**src/rtl/fir_collect_pkg.sv**
```systemverilog
// fir_collect_pkg: collector FSM state type and control-field widths shared by the collector files.
package fir_collect_pkg;
    localparam int LEN_W   = 16;
    localparam int SHIFT_W = 5;
    typedef enum logic [1:0] {IDLE, COLLECT, LAST, DONE} state_t;
endpackage

```
**src/rtl/fir_result_fifo.sv**
```systemverilog
// fir_result_fifo: synchronous show-ahead FIFO with sync clear; only the pointers are reset.
module fir_result_fifo #(
    parameter  int DW    = 16,
    parameter  int DEPTH = 16,
    localparam int AW    = $clog2(DEPTH)
) (
    input  logic          i_clk,
    input  logic          i_reset_n,
    input  logic          i_clear,
    input  logic          i_push,
    input  logic [DW-1:0] i_data,
    input  logic          i_pop,
    output logic [DW-1:0] o_data,
    output logic          o_full,
    output logic          o_empty,
    output logic [AW:0]   o_count
);
    logic [DW-1:0] r_mem [DEPTH];
    logic [AW:0]   r_wr_ptr, r_rd_ptr;
    logic          w_push_ok, w_pop_ok;
    assign o_count   = r_wr_ptr - r_rd_ptr;
    assign o_full    = o_count == (AW+1)'(DEPTH);
    assign o_empty   = o_count == '0;
    assign w_pop_ok  = i_pop & ~o_empty;
    // a full FIFO still accepts a push when the head leaves in the same cycle
    assign w_push_ok = i_push & (~o_full | w_pop_ok);
    assign o_data    = o_empty ? '0 : r_mem[r_rd_ptr[AW-1:0]];
    always_ff @(posedge i_clk or negedge i_reset_n)
        if (!i_reset_n) begin
            r_wr_ptr <= '0;
            r_rd_ptr <= '0;
        end else if (i_clear) begin
            r_wr_ptr <= '0;
            r_rd_ptr <= '0;
        end else begin
            if (w_push_ok) r_wr_ptr <= r_wr_ptr + 1'b1;
            if (w_pop_ok) r_rd_ptr <= r_rd_ptr + 1'b1;
        end
    always_ff @(posedge i_clk)
        if (w_push_ok & ~i_clear) r_mem[r_wr_ptr[AW-1:0]] <= i_data;
endmodule

```
**src/rtl/fir_result_collector.sv**
```systemverilog
// fir_result_collector: rounds/scales FIR results, narrows them to DW and buffers them for the bus.
// Define FIR_COLLECT_SAT_EN to clamp on narrowing; otherwise the low DW bits are kept (wrap).
module fir_result_collector
    import fir_collect_pkg::*;
#(
    parameter  int IW    = 31,
    parameter  int DW    = 16,
    parameter  int DEPTH = 16,
    localparam int CW    = $clog2(DEPTH) + 1
) (
    input  logic               i_clk,
    input  logic               i_reset_n,
    input  logic               i_start,
    input  logic [LEN_W-1:0]   i_output_length,
    input  logic [SHIFT_W-1:0] i_shift,
    input  logic [IW-1:0]      i_result,
    input  logic               i_valid_result,
    input  logic               i_clean_pip,
    input  logic               i_rd_en,
    output logic [DW-1:0]      o_rd_data,
    output logic               o_empty,
    output logic               o_full,
    output logic [CW-1:0]      o_count,
    output logic               o_busy,
    output logic               o_done,
    output logic               o_overflow,
    output logic               o_underrun
);
    state_t              r_state, w_next;
    logic [LEN_W-1:0]    r_remaining;
    logic [SHIFT_W-1:0]  r_shift;
    logic [DW-1:0]       r_stage;
    logic                r_stage_vld, r_overflow, r_underrun, r_clean_d;
    logic                w_accept, w_last_acc, w_under, w_drop;
    logic signed [IW:0]  w_round, w_sum;
    logic [DW-1:0]       w_narrow;
    assign w_accept   = (r_state == COLLECT) & i_valid_result & ~i_start;
    assign w_last_acc = w_accept & (r_remaining == LEN_W'(1));
    assign w_under    = (r_state == COLLECT) & ~i_start & r_clean_d & ~i_clean_pip & ~w_last_acc;
    assign w_drop     = r_stage_vld & ~i_start & o_full & ~i_rd_en;
    assign w_round    = (r_shift == '0) ? '0 : (IW+1)'(1) << (r_shift - 1'b1);
    assign w_sum      = $signed({i_result[IW-1], i_result}) + w_round;
`ifdef FIR_COLLECT_SAT_EN
    logic signed [IW:0] w_scaled;
    logic               w_sat;
    assign w_scaled = w_sum >>> r_shift;
    // out of range when the bits above the DW sign bit are not a pure sign extension
    assign w_sat    = ~(&w_scaled[IW:DW-1] | ~|w_scaled[IW:DW-1]);
    assign w_narrow = w_sat ? (w_scaled[IW] ? {1'b1, {(DW-1){1'b0}}} : {1'b0, {(DW-1){1'b1}}})
                            : w_scaled[DW-1:0];
`else
    assign w_narrow = DW'(w_sum >>> r_shift);
`endif
    always_ff @(posedge i_clk or negedge i_reset_n)
        if (!i_reset_n) r_state <= IDLE;
        else r_state <= w_next;
    always_comb begin
        w_next = r_state;
        if (i_start) w_next = (i_output_length == '0) ? DONE : COLLECT;
        else if (r_state == LAST) w_next = DONE;
        else if (w_last_acc | w_under) w_next = w_last_acc ? LAST : DONE;
    end
    always_ff @(posedge i_clk or negedge i_reset_n)
        if (!i_reset_n) begin
            r_remaining <= '0;
            r_shift     <= '0;
            r_stage     <= '0;
            r_stage_vld <= 1'b0;
            r_overflow  <= 1'b0;
            r_underrun  <= 1'b0;
            r_clean_d   <= 1'b0;
        end else begin
            r_clean_d <= i_clean_pip;
            if (i_start) begin
                r_remaining <= i_output_length;
                r_shift     <= i_shift;
                r_stage     <= '0;
                r_stage_vld <= 1'b0;
                r_overflow  <= 1'b0;
                r_underrun  <= 1'b0;
            end else begin
                r_stage_vld <= w_accept;
                if (w_accept) begin
                    r_stage     <= w_narrow;
                    r_remaining <= r_remaining - 1'b1;
                end
                if (w_drop) r_overflow <= 1'b1;
                if (w_under) r_underrun <= 1'b1;
            end
        end
    fir_result_fifo #(.DW(DW), .DEPTH(DEPTH)) u_fifo (
        .i_clk     (i_clk),
        .i_reset_n (i_reset_n),
        .i_clear   (i_start),
        .i_push    (r_stage_vld),
        .i_data    (r_stage),
        .i_pop     (i_rd_en),
        .o_data    (o_rd_data),
        .o_full    (o_full),
        .o_empty   (o_empty),
        .o_count   (o_count)
    );
    assign o_busy     = (r_state == COLLECT) | (r_state == LAST);
    assign o_done     = r_state == DONE;
    assign o_overflow = r_overflow;
    assign o_underrun = r_underrun;
endmodule

```
**config.mk**
```make
export PLATFORM = sky130hd
export DESIGN_NAME = fir_result_collector
export DESIGN_NICKNAME = d
export VERILOG_FILES = /design/src/rtl/fir_collect_pkg.sv /design/src/rtl/fir_result_fifo.sv /design/src/rtl/fir_result_collector.sv
export SDC_FILE = /design/constraint.sdc
export NUM_CORES = 1
export LEC_CHECK = 0
export CORE_AREA = 2 2 177 179
export CTS_BUF_LIST = sky130_fd_sc_hd__clkbuf_8
export CTS_CLUSTER_SIZE = 8
export DETAILED_ROUTE_END_ITERATION = 8
export DIE_AREA = 0 0 179 181
export MAX_ROUTING_LAYER = met4
export PLACE_DENSITY = 0.77
export RECOVER_POWER = 100
export SETUP_SLACK_MARGIN = 0.05
export SYNTH_ARGS = -nofsm -noshare
export SYNTH_HDL_FRONTEND = slang
export SYNTH_SLANG_ARGS = --single-unit
```
**constraint.sdc**
```tcl
create_clock -name i_clk -period 7.3 [get_ports i_clk]
set_clock_uncertainty 0.1 [all_clocks]
set_input_delay 1.095 -clock i_clk [delete_from_list [all_inputs] [get_ports i_clk]]
set_output_delay 1.095 -clock i_clk [all_outputs]
set_load 0.03 [all_outputs]
```
==> flow_summary_export.csv, run 1 <==
group,metric,value,unit
place,gp_congestion,0.9722,
logic_synthesis,async_flop_share,17.15,%
logic_synthesis,synth_top_area_share,46.44,%
logic_synthesis,synth-edff-count,256,
clock_tree,clk_pin_slew_worst_paths,0.06,ns
logic_synthesis,synth_cells,1289,
clock_tree,cts_hold_buf,0,
power_and_ir_drop,pwr-share-clk,27.0,%
clock_tree,cts_inserted_buffers,49,
critical_path,cp_max_fo,19,
power_and_ir_drop,seqPwrFrac,43.1,%
timing,maxSlewHeadroom,-103.0,%
hold_path,worstHoldPathType,"reg -> reg",
floorplanning,core_area,30350,um^2
status,status,"finished with violations",
grt,grt_pass1_wl,66400,um
layout,regArea,9019,um^2
critical_path,required,6.11,ns
timing,slew_viol_final,139,
power_and_ir_drop,combPwrFrac,29.9,%
clock_tree,htree_levels,2,
layout,syn_to_final_growth,12.33,%
floorplanning,initial_utilization,54.54,%
critical_path,start_kind,"flop",
floorplanning,num_rows,64,
hold_path,hold_path_end,"o_underrun$_DFFE_PN0P_",
logic_synthesis,yosysTopAreaCell,"edfxtp_1",
logic_synthesis,yosys-top-cells-count,"edfxtp_1, nand2_1, nor2_1",
routing,wl_per_cell,23.59,um
floorplanning,die_area,32400,um^2
logic_synthesis,synth_fp_nets,1394,
layout,nFillCells,2294,
logic_synthesis,yosysSeqAreaShare,54.45,%
power_and_ir_drop,p_switching,1586,uW
logic_synthesis,syn-mean-instance-area,12.84,um^2
clock_tree,cts_resized,0,
floorplanning,die_w,179,um
place,dp_hpwl,28100,um
logic_synthesis,ys_ff_latch,309,
grt,grtUsageTotal,27.63,%
routing,drt_iter0_markers,1358,
power_and_ir_drop,p_leak,0.006605,uW
routing,dr.pass1.iters,6,
routing,num_vias,11631,
timing,setup_viol,0,
timing,tns,0,ns
floorplanning,ios,85,
layout,layout-drive-gt1-share,14.13,%
critical_path,r2r_cells,14,
critical_path,worst_ep_arrival_time,4.90,ns
routing,drt_wl_total,42560,um
grt,overflow,0,
critical_path,crit_type,"reg -> out",
run,cap_viol_max_count,3,
hold_path,holdCritStartpoint,"o_underrun$_DFFE_PN0P_",
logic_synthesis,netlist_area,16550,um^2
layout,antennaDiodeCount,0,
routing,drc,0,
critical_path,end_kind,"output pin",
layout,final_net_count,1483,
clock_tree,cts_setup_buffers,0,
power_and_ir_drop,power.internal,3317,uW
grt,antenna_found_initial,1,
routing,ant_nets,0,
power_and_ir_drop,total_power,4903,uW
place,numPortBuffers,84,
clock_tree,clock_path_buffers,3,
routing,vias_per_cell,6.447,
logic_synthesis,synth.most_common_cell,"edfxtp_1",
grt,grt_max_degree,68,
power_and_ir_drop,power_density,263.7,nW/um^2
power_and_ir_drop,p_sw_share,32.35,%
clock_tree,clk_latency,0.58,ns
timing,fin_crit,6.096,ns
clock_tree,cts-root-buf,"clkbuf_8",
logic_synthesis,ys.warnings.count,0,
critical_path,r2r_start,"r_shift[0]$_DFFE_PN0P_",
hold_path,whs_path_depth,2,
clock_tree,cts_tree,"built",
clock_tree,clock-sinks,309,
timing,post-route-period-util,83.51,%
timing,grt_setup_unrepaired,"no",
status,violations,"max-capacitance violations, max-slew violations",
timing,tightest_slew,3.046,ns
floorplanning,fp.dieH,181,um
layout,multiInputGateArea,7112,um^2
grt,grt_pass1_vias,11760,
logic_synthesis,synthTopCellsByArea,"edfxtp_1, mux4_2, dfrtp_1, ha_1, nand2_1",
logic_synthesis,yosysUniqueCellTypes,82,
power_and_ir_drop,ir_worst_vdd,0.1500,mV
timing,max_freq,164.0,MHz
logic_synthesis,ys.flop_type,"edfxtp_1",
critical_path,rrSetupSlack,1.22,ns
critical_path,r2r_end,"r_stage[1]$_DFFE_PN0P_",
timing,hold_viol,0,
## state kept, by name (all words and copies together), names as in the netlist, 2 cells and up
| register | flops |
|---|---|
| u_fifo.r_rd_ptr | 5 |
| r_state | 2 |
| r_shift | 5 |
| u_fifo.r_wr_ptr | 5 |
| r_remaining | 16 |
| r_stage | 16 |
| u_fifo.r_mem | 256 |
## per-stage QoR
stage	instance area, um^2	setup WS (ns)	std cells	hold WS [ns]	utilization, %
6_report	18590	1.204	1804	0.3985	61.27
4_1_cts	18710	1.819	1804	0.4094	61.63
5_1_grt	18590	0.6760	1804	0.4287	61.27
2_1_floorplan	16550	2.414	1289	0.3911	-
3_3_place_gp	17830	1.962	1723	0.3811	58.75
3_5_place_dp	17830	1.881	1723	0.3964	58.75
## area by class of cell
class | instances | area share [%]
clock buffer | 53 | 3.923
clock inverter | 28 | 0.7806
inverter | 31 | 0.6258
multi-input combinational | 874 | 38.25
sequential | 309 | 48.50
tap | 396 | 2.665
timing repair buffer | 113 | 5.255
## worst max-delay path by stage
stage	startpoint	end	slack (ns)
2_1_floorplan	u_fifo.r_rd_ptr[2]$_DFFE_PN0P_	o_rd_data[10]	2.41
3_3_place_gp	r_shift[0]$_DFFE_PN0P_	r_stage[12]$_DFFE_PN0P_	1.96
3_5_place_dp	r_shift[0]$_DFFE_PN0P_	r_stage[14]$_DFFE_PN0P_	1.88
4_1_cts	r_shift[0]$_DFFE_PN0P_	r_stage[14]$_DFFE_PN0P_	1.82
5_1_grt	r_shift[0]$_DFFE_PN0P_	r_stage[1]$_DFFE_PN0P_	0.68
6_report	u_fifo.r_rd_ptr[2]$_DFFE_PN0P_	o_rd_data[9]	1.20
## layer usage
| metal | global-route usage [%] | share of wire, % |
|---|---|---|
| met1 | 35.21 | 39 |
| met2 | 44.75 | 50 |
| met3 | 4.167 | 7.6 |
| met4 | 10.63 | 4.0 |
| met5 | - | 0 |
## power groups by stage
stage	clock network (uW)	registers (uW)	logic, uW
6_report	1320	2110	1470
5_1_grt	1420	2130	1580
3_5_place_dp	0	2150	1520
3_3_place_gp	0	2140	1500
2_1_floorplan	0	2050	1090
4_1_cts	1340	2110	1530
## cell usage in the layout, fill, tap and decap left out, types with 7 or more instances in the layout
cell type	Yosys	layout
a211oi_1	14	15
a21o_1	18	18
a21oi_1	56	56
and2_1	12	12
and3_1	13	13
buf_4	1	10
clkbuf_1	49	19
clkbuf_8	0	53
clkdlybuf4s50_1	0	55
dfrtp_1	53	51
dlygate4sd3_1	0	27
edfxtp_1	256	256
ha_1	45	45
inv_1	30	47
mux2_2	8	8
mux2i_1	19	19
mux4_2	92	92
nand2_1	105	105
nand2b_1	10	10
nand3_1	24	24
nand4_1	20	20
nor2_1	97	97
nor2b_1	21	21
nor3_1	39	38
nor4_1	16	15
o211ai_1	21	21
o21a_1	7	7
o21ai_0	55	56
o21ai_1	8	7
o221ai_1	7	7
or2_2	8	8
or3_1	11	11
xnor2_1	32	32
xor2_1	22	22
## kinds of logic (layout without fill, tap and decap cells)
group                    after synthesis  in the layout  synth area share, %
multiplexers                         119            119                14.21
XOR/XNOR                              54             54                2.857
adder cells (fa/ha/maj)               47             47                3.643
buffers and inverters                106            225                2.502
AND/OR/NAND/NOR                      391            391                11.44
flip-flops                           309            309                54.45
AO/OA/AOI/OAI                        263            263                10.89
## worst max-delay path: stages (launching register included)
cell           delay, ns
dfrtp_1             1.09
inv_1               0.20
ha_1                0.40
a21o_1              0.21
a21oi_1             0.19
xnor2_1             0.14
nor4_2              0.27
clkbuf_1            0.81
nor2b_1             0.25
dlygate4sd3_1       0.77
Power figures use the tool's default switching activity.
==> run 2: changes to the inputs <==
PLACE_DENSITY = 0.8   (was 0.77)
clock period = 4.9 ns   (was 7.3 ns; I/O delays follow)
==> run 2 against run 1 <==
Compared with the run above: the flow still finishes with violations (max-capacitance violations, max-slew violations); core utilization up 0.95 points; global-route usage up 0.86 points; cell count up 1.8%; final area up 1.6%; register-to-register slack worse by 1.0 ns; largest power group unchanged; clock power up 52%; combinational power up 58%; largest cell class unchanged; critical path type is now reg -> reg; via count up 2.2%.
==> flow_summary_export.csv, run 2 (synthesis gave the netlist of run 1 again) <==
group,metric,value,unit
status,status,"finished with violations",
status,violations,"max-capacitance violations, max-slew violations",
place,gp_congestion,1.026,
power_and_ir_drop,p_leak,0.006817,uW
floorplanning,num_rows,64,
critical_path,crit_chain,"nor2_1 > nand2_1 > nor2_1 > ha_1 > a21oi_1 > o21ai_1 > a31oi_1 > or3_1 > a21o_1 > a21oi_1 > buf_4 > nor3_1 > o21a_1 > a311oi_1 > a211oi_1",
critical_path,crit_type,"reg -> reg",
floorplanning,core_area,30350,um^2
grt,grt_pass1_vias,11859,
timing,max_freq,213.7,MHz
grt,grt_pass1_wl,68080,um
floorplanning,die_area,32400,um^2
floorplanning,die_w,179,um
routing,routed.top_layer,"met4",
timing,tns,0,ns
clock_tree,cts-root-buf,"clkbuf_8",
timing,tightest_slew,3.075,ns
critical_path,cp_max_fo,12,
floorplanning,fp.dieH,181,um
layout,final_cell_mix,"edfxtp_1, nand2_1, nor2_1",
critical_path,cp_slowest_stage_delay,0.50,ns
layout,finish.instance_area,18880,um^2
routing,met1Wirelength,17370,um
routing,ant_nets,0,
routing,wl_met3,2828,um
place,pre_cts_ws,0.2732,ns
routing,dr.pass1.iters,5,
timing,post-route-period-util,95.48,%
critical_path,end_kind,"flop",
layout,largest_reg_flops,256,
clock_tree,clock-sinks,309,
routing,drc,0,
floorplanning,ios,85,
routing,wl_per_cell,23.78,um
grt,overflow,0,
routing,vias_per_cell,6.473,
layout,final_common_cell,"edfxtp_1",
place,dp_hpwl,30290,um
timing,fin_crit,4.678,ns
timing,hold_viol,0,
hold_path,worstHoldPathType,"reg -> reg",
layout,final_net_count,1510,
layout,antennaDiodeCount,0,
clock_tree,clock_path_buffers,3,
place,numPortBuffers,84,
layout,layout-drive-gt1-share,16.52,%
run,cap_viol_max_count,2,
timing,setup_viol,0,
grt,grt_max_degree,68,
clock_tree,cts_tree,"built",
power_and_ir_drop,power_density,390.7,nW/um^2
timing,grt_setup_unrepaired,"no",
timing,setup_slack,0.2216,ns
routing,num_vias,11890,
grt,antenna_found_initial,0,
critical_path,worst_ep_arrival_time,5.00,ns
place,placed_area,18050,um^2
routing,drt_iter0_markers,1247,
critical_path,required,5.22,ns
routing,drt_wl_total,43690,um
critical_path,cp_top_family,"compound AO/OA/AOI/OAI gates",
clock_tree,cts_inserted_buffers,48,
critical_path,start_kind,"flop",
clock_tree,clk_pin_slew_worst_paths,0.06,ns
critical_path,cp_slowest_cell,"dfrtp_1",
floorplanning,initial_utilization,54.54,%
timing,maxSlewHeadroom,-105.0,%
power_and_ir_drop,ir_worst_vdd,0.3420,mV
timing,slew_viol_final,105,
clock_tree,htree_levels,2,
routing,wl_met2,21740,um
layout,syn_to_final_growth,14.07,%
clock_tree,clk_latency,0.57,ns
grt,grtUsageTotal,28.50,%
critical_path,critPathBufInv,1,
run 2: per-layer routing:
metal	track usage, %	vias to the layer above
met2	45.80	595
li1	-	5277
met4	11.28	0
met1	37.31	5890
met5	-	-
met3	3.093	128
run 2: what timing repair did:
item	in CTS	in global routing
gates resized for setup	0	6
hold buffers	0	0
setup endpoints to repair	0	7
buffers inserted	0	0
run 2: metrics by stage:
stage          hold slack (ns)  power (uW)  utilization [%]  cells
2_1_floorplan           0.3394        4680                -   1289
3_5_place_dp            0.3832        5504            59.49   1751
3_3_place_gp            0.3819        5463            59.49   1751
6_report                0.3921        7379            62.22   1837
5_1_grt                 0.4425        7717            62.22   1837
4_1_cts                 0.2129        7485            62.42   1837
run 2: final cells by class:
type                       count  area (um^2)
tap                          396        495.5
clock inverter                36        202.7
sequential                   309         9020
inverter                      31        116.4
multi-input combinational    874         7151
timing repair buffer         141         1210
fill                        2280        11470
clock buffer                  50        688.2
run 2: final timing paths:
check | from | end | slack (ns) | depth (start not counted)
setup / recovery | r_shift[4]$_DFFE_PN0P_ | r_stage[0]$_DFFE_PN0P_ | 0.22 | 15
max in group asynchronous | i_reset_n | u_fifo.r_rd_ptr[0]$_DFFE_PN0P_ | 1.40 | 2
min in group asynchronous | i_reset_n | u_fifo.r_rd_ptr[0]$_DFFE_PN0P_ | 1.16 | 2
setup reg to reg | r_shift[4]$_DFFE_PN0P_ | r_stage[0]$_DFFE_PN0P_ | 0.22 | 15
hold / removal | o_overflow$_DFFE_PN0P_ | o_overflow$_DFFE_PN0P_ | 0.39 | 2
hold reg to reg | o_overflow$_DFFE_PN0P_ | o_overflow$_DFFE_PN0P_ | 0.39 | 2
run 2: power breakdown:
group / internal (uW) / switching, uW
registers: 2950 / 114
logic: 1040 / 1280
clock network: 1050 / 945
run 2: worst min-delay path, stage by stage, from the launching register on:
cell	delay [ns]
dfrtp_1	0.33
a21oi_1	0.05
nor2_1	0.07
